`src/rtl/des3_mon_pkg.sv`:
```
// Shared types and constants for the des3 output monitor.
// The MISR polynomial is x^64+x^63+x^61+x^60+1. Its feedback taps are
// signature bits 63, 62, 60 and 59.
package des3_mon_pkg;

  typedef enum logic [1:0] {
    IDLE = 2'd0,
    ARM  = 2'd1,
    RUN  = 2'd2,
    DONE = 2'd3
  } mon_state_t;

  localparam int CNT_W = 16;

  // Feedback tap mask: bits 63, 62, 60, 59.
  localparam logic [63:0] MISR_TAPS = 64'hD800_0000_0000_0000;

  // Fold a 64-bit signature into 16 LED bits by XOR-ing its four quarters.
  function automatic logic [15:0] led_fold(input logic [63:0] s);
    return s[63:48] ^ s[47:32] ^ s[31:16] ^ s[15:0];
  endfunction

endpackage

```
`src/rtl/des3_mon_misr.sv`:
```
// Combinational next state of the 64-bit MISR.
// The register shifts left by one bit. The XOR of the tapped bits enters at
// bit 0, and the incoming result word is then XOR-ed over the whole word.
module des3_mon_misr
  import des3_mon_pkg::*;
(
  input  logic [63:0] sig,
  input  logic [63:0] din,
  output logic [63:0] sig_n
);

  logic fb;

  // Feedback bit is the parity of the tapped signature bits.
  always_comb begin
    fb    = ^(sig & MISR_TAPS);
    sig_n = {sig[62:0], fb} ^ din;
  end

endmodule

```
`src/rtl/des3_out_monitor.sv`:
```
// Output-side monitor for the des3_perf result stream.
//
// A valid shift chain of depth LATENCY follows each block issued during RUN
// through the core's pipeline. When the chain tap is set in RUN, the result
// bus is folded into the MISR signature and the result counter advances.
// The burst ends after BURST_LEN captures.
//
// Optional feature: define DES3_MON_GOLDEN_EN to register pass/fail from a
// comparison of the signature against GOLDEN while the burst is done. When
// the macro is not defined, pass and fail are tied low and no comparator is
// built.
module des3_out_monitor
  import des3_mon_pkg::*;
#(
  parameter int          DATA_W    = 64,
  parameter int          LATENCY   = 48,
  parameter int          BURST_LEN = 256,
  parameter logic [63:0] GOLDEN    = 64'h0
) (
  input  logic              clk,
  input  logic              rst_n,
  input  logic              start,
  input  logic              in_valid,
  input  logic [DATA_W-1:0] des_out,
  output logic              busy,
  output logic              done,
  output logic [CNT_W-1:0]  result_cnt,
  output logic [DATA_W-1:0] signature,
  output logic              pass,
  output logic              fail,
  output logic [15:0]       led
);

  localparam logic [CNT_W-1:0] LAST_CNT = CNT_W'(BURST_LEN - 1);

  mon_state_t          state;
  mon_state_t          state_n;
  logic [LATENCY-1:0]  vchain;
  logic [LATENCY-1:0]  vchain_n;
  logic                issue;
  logic                capture;
  logic                last_capture;
  logic [DATA_W-1:0]   sig_n;

  // A block is tracked only when it is issued during RUN.
  assign issue        = in_valid && (state == RUN);
  assign capture      = vchain[LATENCY-1] && (state == RUN);
  assign last_capture = capture && (result_cnt == LAST_CNT);

  des3_mon_misr u_misr (
    .sig   (signature),
    .din   (des_out),
    .sig_n (sig_n)
  );

  // Valid chain shifted by one position. The loop form keeps LATENCY=1 legal.
  always_comb begin
    vchain_n    = '0;
    vchain_n[0] = issue;
    for (int i = 1; i < LATENCY; i++) begin
      vchain_n[i] = vchain[i-1];
    end
  end

  // Burst sequencing. start is honoured only in IDLE and DONE.
  always_comb begin
    state_n = state;
    case (state)
      IDLE:    if (start) state_n = ARM;
      ARM:     state_n = RUN;
      RUN:     if (last_capture) state_n = DONE;
      DONE:    if (start) state_n = ARM;
      default: state_n = IDLE;
    endcase
  end

  // State, valid chain, counter, signature and registered status outputs.
  always_ff @(posedge clk) begin
    if (!rst_n) begin
      state      <= IDLE;
      vchain     <= '0;
      result_cnt <= '0;
      signature  <= '0;
      busy       <= 1'b0;
      done       <= 1'b0;
      led        <= '0;
    end else begin
      state <= state_n;
      busy  <= (state_n == ARM) || (state_n == RUN);
      done  <= (state_n == DONE);
      led   <= led_fold(signature);
      if (state == ARM) begin
        // Arming drops anything still in flight from the previous burst.
        vchain     <= '0;
        result_cnt <= '0;
        signature  <= '0;
      end else begin
        vchain <= vchain_n;
        if (capture) begin
          signature  <= sig_n;
          result_cnt <= result_cnt + CNT_W'(1);
        end
      end
    end
  end

`ifdef DES3_MON_GOLDEN_EN
  // The signature is frozen in DONE, so this comparison is stable for the
  // whole DONE period. The flags clear once the next burst is armed.
  always_ff @(posedge clk) begin
    if (!rst_n) begin
      pass <= 1'b0;
      fail <= 1'b0;
    end else begin
      pass <= (state == DONE) && (signature == GOLDEN);
      fail <= (state == DONE) && (signature != GOLDEN);
    end
  end
`else
  logic unused_golden;
  assign unused_golden = ^GOLDEN;
  assign pass          = 1'b0;
  assign fail          = 1'b0;
`endif

endmodule

```
`config.mk`:
```
export PLATFORM = sky130hd
export DESIGN_NAME = des3_out_monitor
export DESIGN_NICKNAME = d
export VERILOG_FILES = /design/src/rtl/des3_mon_pkg.sv /design/src/rtl/des3_mon_misr.sv /design/src/rtl/des3_out_monitor.sv
export SDC_FILE = /design/constraint.sdc
export NUM_CORES = 1
export LEC_CHECK = 0
export ABC_AREA = 1
export CORE_AREA = 4 4 123 125
export DETAILED_ROUTE_END_ITERATION = 8
export DIE_AREA = 0 0 127 129
export PLACE_DENSITY = 0.73
export SETUP_SLACK_MARGIN = 0.02
export SLEW_MARGIN = 40
export SYNTH_ARGS = -nofsm -noshare
export SYNTH_HDL_FRONTEND = slang
export SYNTH_HIERARCHICAL = 1
export SYNTH_SLANG_ARGS = --single-unit
```
`constraint.sdc`:
```
create_clock -name clk -period 2.3 [get_ports clk]
set_input_delay 0.23 -clock clk [delete_from_list [all_inputs] [get_ports clk]]
set_output_delay 0.23 -clock clk [all_outputs]
set_load 0.02 [all_outputs]
```
### Word-level counts from Yosys, hierarchy flattened

Index checks and enable logic that the tools add are counted.

| operators by class | value |
|---|---|
| $add $sub $neg | 1 |
| equality and inequality tests | 7 |
| mux-type cells | 3 |
| bitwise logic cells | 5 |
| reductions and logical operators | 8 |

Operators with widths:

| kind | count |
|---|---|
| $reduce_xor 64->1 | 1 |
| $xor 64x64->64 | 1 |
| $xor 16x16->16 | 3 |
| $add 16x1->16 const B | 1 |
| $eq 16x8->1 const B | 1 |
| $eq 2x2->1 const B | 4 |
| $pmux 2 s3 | 1 |
| $eq 2x1->1 const B | 2 |
| $mux 2 | 2 |
| $reduce_or 2->1 | 2 |
| $logic_and 1x1->1 | 3 |
| $logic_not 2->1 | 1 |
| $logic_or 1x1->1 | 1 |
| $not 1->1 | 1 |

| word-level totals | value |
|---|---|
| register bits after elaboration | 148 |
| word-level logic and storage cells | 31 |

### Depth between registers and ports, before layout

| logic depth | value |
|---|---|
| word-level depth | 7 |
| gate-level depth with buffers | 14 |
| mapped depth without buffers | 14 |

### Modules after synthesis

The synthesis kept the hierarchy.

Modules (own cells, without submodules):

| module | times used | cells each | area an instance (µm²) | seq. area each (µm²) |
|---|---|---|---|---|
| des3_out_monitor | 1 | 701 | 5537.8 | 2962.8 |
| des3_mon_misr | 1 | 78 | 625.6 | 0.0 |

### Least setup slack after synthesis

No wires, ideal clock.

| timing path | value |
|---|---|
| path type | reg2reg |
| start | register result_cnt[1] |
| end | register busy |
| setup time | 0.109 ns |
| arrival | 1.526 ns |
| required time | 2.191 ns |
| slack | 0.665 ns |
| stages on the path, launching flop included | 15 |
| buffers on the path | 0 |
| path through | dfxtp_1 ha_1 nand2_1 inv_1 nand2_1 nor2_1 nand2_1 nand2_1 nand2_1 nand2_1 nand2_1 inv_1 ha_1 nand2_1 inv_1 |

| on the way | value |
|---|---|
| cells in the longest elaborated chain, start to end | 6 |

RTL lines:

| what | RTL line | source |
|---|---|---|
| start: declaration | des3_out_monitor.sv:27 | `output logic [CNT_W-1:0] result_cnt,` |
| start signal: assignment | des3_out_monitor.sv:101 | `result_cnt <= result_cnt + CNT_W'(1);` |
| $eq 16x8->1 * | des3_out_monitor.sv:48 | `assign last_capture = capture && (result_cnt == LAST_CNT);` |
| $logic_and 1x1->1 * | des3_out_monitor.sv:48 |  |
| $mux 2 * | des3_out_monitor.sv:71 | `RUN: if (last_capture) state_n = DONE;` |
| $pmux 2 s3 * | des3_out_monitor.sv:68 | `case (state)` |
| net state_n[0] | des3_out_monitor.sv:37 | `mon_state_t state_n;` |
| $eq 2x1->1 or $eq 2x2->1 (tied branches) | des3_out_monitor.sv:89 | `busy <= (state_n == ARM) \|\| (state_n == RUN);` |
| $logic_or 1x1->1 * | des3_out_monitor.sv:89 |  |
| end signal: assignment | des3_out_monitor.sv:89 |  |
| end: declaration | des3_out_monitor.sv:25 | `output logic busy,` |

The timed path passes the listed nets; every way through them passes the cells marked *.
A chain may end at the register's enable or synchronous reset.

### Final worst setup path

| timing path | value |
|---|---|
| start | register signature[59] |
| end | output port signature[59] |

RTL lines:

| what | RTL line | source |
|---|---|---|
| start: declaration | des3_out_monitor.sv:28 | `output logic [DATA_W-1:0] signature,` |
| start signal: assignment | des3_out_monitor.sv:100 | `signature <= sig_n;` |

No word-level cell between the ends.

==> impl_summary.log <==
[metrics] maximum number of pins on one net before global-route repair: 52
[metrics] first-pass GRT wire length: 25300 um
[metrics] Clk Tree Root Cell: sky130_fd_sc_hd__clkbuf_16
[metrics] Gate Count Post-Synth: 779
[metrics] R2R Path Start: state[0]
[metrics] number of buffers inserted by port buffering: 165
[metrics] Data arrival, critical path: 1.61 ns
[metrics] clock latency reported for the late side of the worst-skew pair: 0.41 ns
[metrics] slack of the worst reg-to-reg path: 0.48 ns
[metrics] total track usage: 19.5%
[metrics] CP Buf/Inv Count: 1
[metrics] antenna violations before repair: 0
[metrics] type of the worst setup path: reg2out
[metrics] DRT Pass-1 Iters: 5
[metrics] number of DRC markers in iteration 0: 276
[metrics] number of cells on the worst hold path: 2
[metrics] number of top-level design ports: 168
[metrics] crit-path cells: clkdlybuf4s50_1
[metrics] number of post-CTS setup repair buffers: 0
[metrics] Worst R2R End: result_cnt[14]
[metrics] floorplan die area: 16400 um2
[metrics] fmax: 0.544 GHz
[metrics] Layout Nets: 1015
[metrics] ranking of synthesized cells by area: sky130_fd_sc_hd__dfxtp_1 (48%), sky130_fd_sc_hd__nor2_1 (12%), sky130_fd_sc_hd__xor2_1 (9.1%)
[metrics] cell type with the highest aggregate area in the netlist: sky130_fd_sc_hd__dfxtp_1
[metrics] top cell family by delay on the critical path: buffers and inverters
[metrics] mapped cell area: 6160 um2
[metrics] maximum clock insertion buffer count: 2
[metrics] flops & latches, synth: 148
[metrics] remaining antenna violation count: 0
[metrics] remaining design rule violation count: 0
[metrics] count of H-tree levels built during CTS: 4
[metrics] RSZ-0062 raised after global routing: false
[metrics] area delta synth->final: 39.0%
[metrics] DPL Wire Length: 10900 um
[metrics] initial cell density of the core: 44.4%
[metrics] worst min-delay path startpoint: vchain[15]
[metrics] share of the synthesized area in the top cell type: 48.1%
[metrics] CTS tree: yes
[metrics] floorplan core area: 13900 um2
[metrics] Max-Cap Viols: 0
[metrics] worst clock skew: 0.0105 ns
[metrics] leakage power: 3.34 nW
[metrics] Hold Vio Cnt, Final: 0
[metrics] sum of routed wire length over all layers: 15200 um
[metrics] peak ir drop on the vdd network: 0.000474 V
[metrics] number of pins with negative max-slew slack in the final report: 0
[metrics] total of warnings raised by yosys: 6
[metrics] diodes inserted: 0
[metrics] worst-path maximum fanout: 6
[metrics] Worst Hold Endpoint: vchain[16]
[metrics] overall overflow remaining after global route: 0
[metrics] fraction of the yosys area taken by sequential cells: 48.1%
[metrics] Die Height: 129 um
[metrics] cells resized by post-CTS repair: 0
[metrics] least setup slack across all paths after layout: 0.463 ns
[metrics] Worst Tran Pin Value: 0.610 ns
[metrics] Via density: 4.62
[metrics] data required time of the worst path: 2.07 ns
[metrics] share of cells above drive strength 1: 6.93%
[metrics] TritonCTS Sinks: 148
[metrics] sort of element at the end of the critical path: output pin
[metrics] Setup WS pre-CTS: 0.508 ns
[metrics] share of the cycle needed by the critical path after routing: 79.9%
[metrics] Clock transition at path regs: 0.06 ns
[metrics] worst min-delay path class: reg2reg
[metrics] Power per Cell Area: 729 nW/um2
[metrics] vias in the first global route: 5076
[metrics] x dimension of the die: 127 um
[metrics] syn avg cell area: 7.91 um2
[metrics] routed via count: 5232
[metrics] setup-violating endpoint count in the final report: 0
[metrics] CTS Buf Count: 17
[metrics] time the final worst path needs with I/O delays and setup: 1.84 ns
[metrics] average wire per cell in the routed design: 13.4 um
[metrics] biggest cell delay along the critical path: 0.68 ns
[metrics] Crit-path slowest cell: sky130_fd_sc_hd__clkdlybuf4s50_1
[metrics] synth unique cells: 29
[metrics] quantity of hold-fixing buffers added after cts: 0
[metrics] number of rows created at floorplan: 43
[metrics] Worst slew margin: 59.3%
[metrics] final total negative setup slack: 0 ns
[metrics] routability congestion estimate from global placement: 0.819
[metrics] run status: completed
[metrics] depth of the worst register-to-register path: 10
[metrics] type of origin of the critical path: flop
-- flip-flops by register name, indices dropped and copies added (netlist names) --
| signal | flops |
|---|---|
| busy | 1 |
| done | 1 |
| led | 16 |
| result_cnt | 16 |
| signature | 64 |
| state | 2 |
| vchain | 48 |
-- Yosys cell counts, drive strengths merged --
cell type / n
or2: 16
inv: 96
clkinv: 1
buf: 14
nand3: 8
nor3b: 1
xor2: 64
a21oi: 23
nor2: 206
xnor2: 33
nand2: 64
nand4: 3
o21ai: 72
dfxtp: 148
ha: 6
conb: 1
clkbuf: 16
a31oi: 3
nor3: 4
-- how the worst max path moves through the flow --
stage | startpoint | to | slack (ns) | depth (start not counted)
after floorplan | result_cnt[1] | busy | 0.67 | 14
after global placement | state[0] | result_cnt[14] | 0.57 | 10
after detailed placement | state[0] | result_cnt[14] | 0.51 | 10
after CTS | signature[59] | signature[59] | 0.44 | 1
after global routing | state[0] | result_cnt[14] | 0.32 | 10
final | signature[59] | signature[59] | 0.46 | 1
-- metrics by stage --
step	instance area, um2	utilization (%)	std cells	hold slack [ns]	power (W)
6_report	8570	61.7	1133	0.405	0.00625
5_1_grt	8570	61.7	1133	0.428	0.00656
4_1_cts	8560	61.7	1133	0.405	0.00632
3_5_place_dp	7950	57.3	1102	0.397	0.00343
3_3_place_gp	7950	57.3	1102	0.394	0.00342
2_1_floorplan	6170	-	780	0.323	0.00319
-- cells by family after synthesis --
logic type | Yosys count | share of synthesized area, %
simple gates | 302 | 20.5
other cells | 1 | 0.0608
compound gates | 98 | 8.02
fa+ha+maj | 6 | 1.22
flops | 148 | 48.1
xor+xnor | 97 | 13.8
buf+inv | 127 | 8.32
-- metal layers --
layer,wire (um),up-vias,global-route usage (%)
met1,6510,2371,24.2
met4,266,0,7.70
met3,1360,18,7.89
met5,0,-,0
li1,-,2677,-
met2,7070,166,30.3
-- cell type report --
cell class / count / area (um2)
fillers: 1227 / 5320
flip-flops and latches: 148 / 2960
multi-input cells: 505 / 2690
repair buffers: 172 / 1700
clock buffers: 20 / 437
inverters: 97 / 367
well taps: 180 / 225
clock inverters: 11 / 179
-- worst reg2reg max path, cell delays in order (launching register included) --
cell                       delay (ns)
sky130_fd_sc_hd__dfxtp_1         0.38
sky130_fd_sc_hd__inv_1           0.11
sky130_fd_sc_hd__ha_1            0.25
sky130_fd_sc_hd__nand2_2         0.27
sky130_fd_sc_hd__clkinv_2        0.20
sky130_fd_sc_hd__nand2_4         0.13
sky130_fd_sc_hd__nor2_4          0.05
sky130_fd_sc_hd__nand2_2         0.11
sky130_fd_sc_hd__nor2_4          0.05
sky130_fd_sc_hd__a21oi_1         0.12
sky130_fd_sc_hd__nor2_1          0.06
-- where the power goes --
group          total, W  internal [W]  switching (W)  leakage [nW]
sequential      0.00262       0.00260      0.0000213          1.19
combinational  0.000751      0.000311       0.000440          1.85
clock           0.00288       0.00182        0.00106         0.291
-- cell usage in the layout, fill, tap and decap left out, drive strengths merged --
| cell | netlist | final |
|---|---|---|
| ha | 6 | 6 |
| clkinvlp | 0 | 2 |
| nand3 | 8 | 8 |
| inv | 96 | 96 |
| buf | 14 | 7 |
| or2 | 16 | 16 |
| bufinv | 0 | 4 |
| clkdlybuf4s50 | 0 | 165 |
| nand2 | 64 | 64 |
| nand4 | 3 | 3 |
| a21oi | 23 | 23 |
| nor3 | 4 | 4 |
| nor3b | 1 | 1 |
| nor2 | 206 | 206 |
| clkinv | 1 | 6 |
| o21ai | 72 | 72 |
| clkbuf | 16 | 20 |
| dfxtp | 148 | 148 |
| conb | 1 | 2 |
| xnor2 | 33 | 33 |
| xor2 | 64 | 64 |
| a31oi | 3 | 3 |
Power figures use the tool's default switching activity.
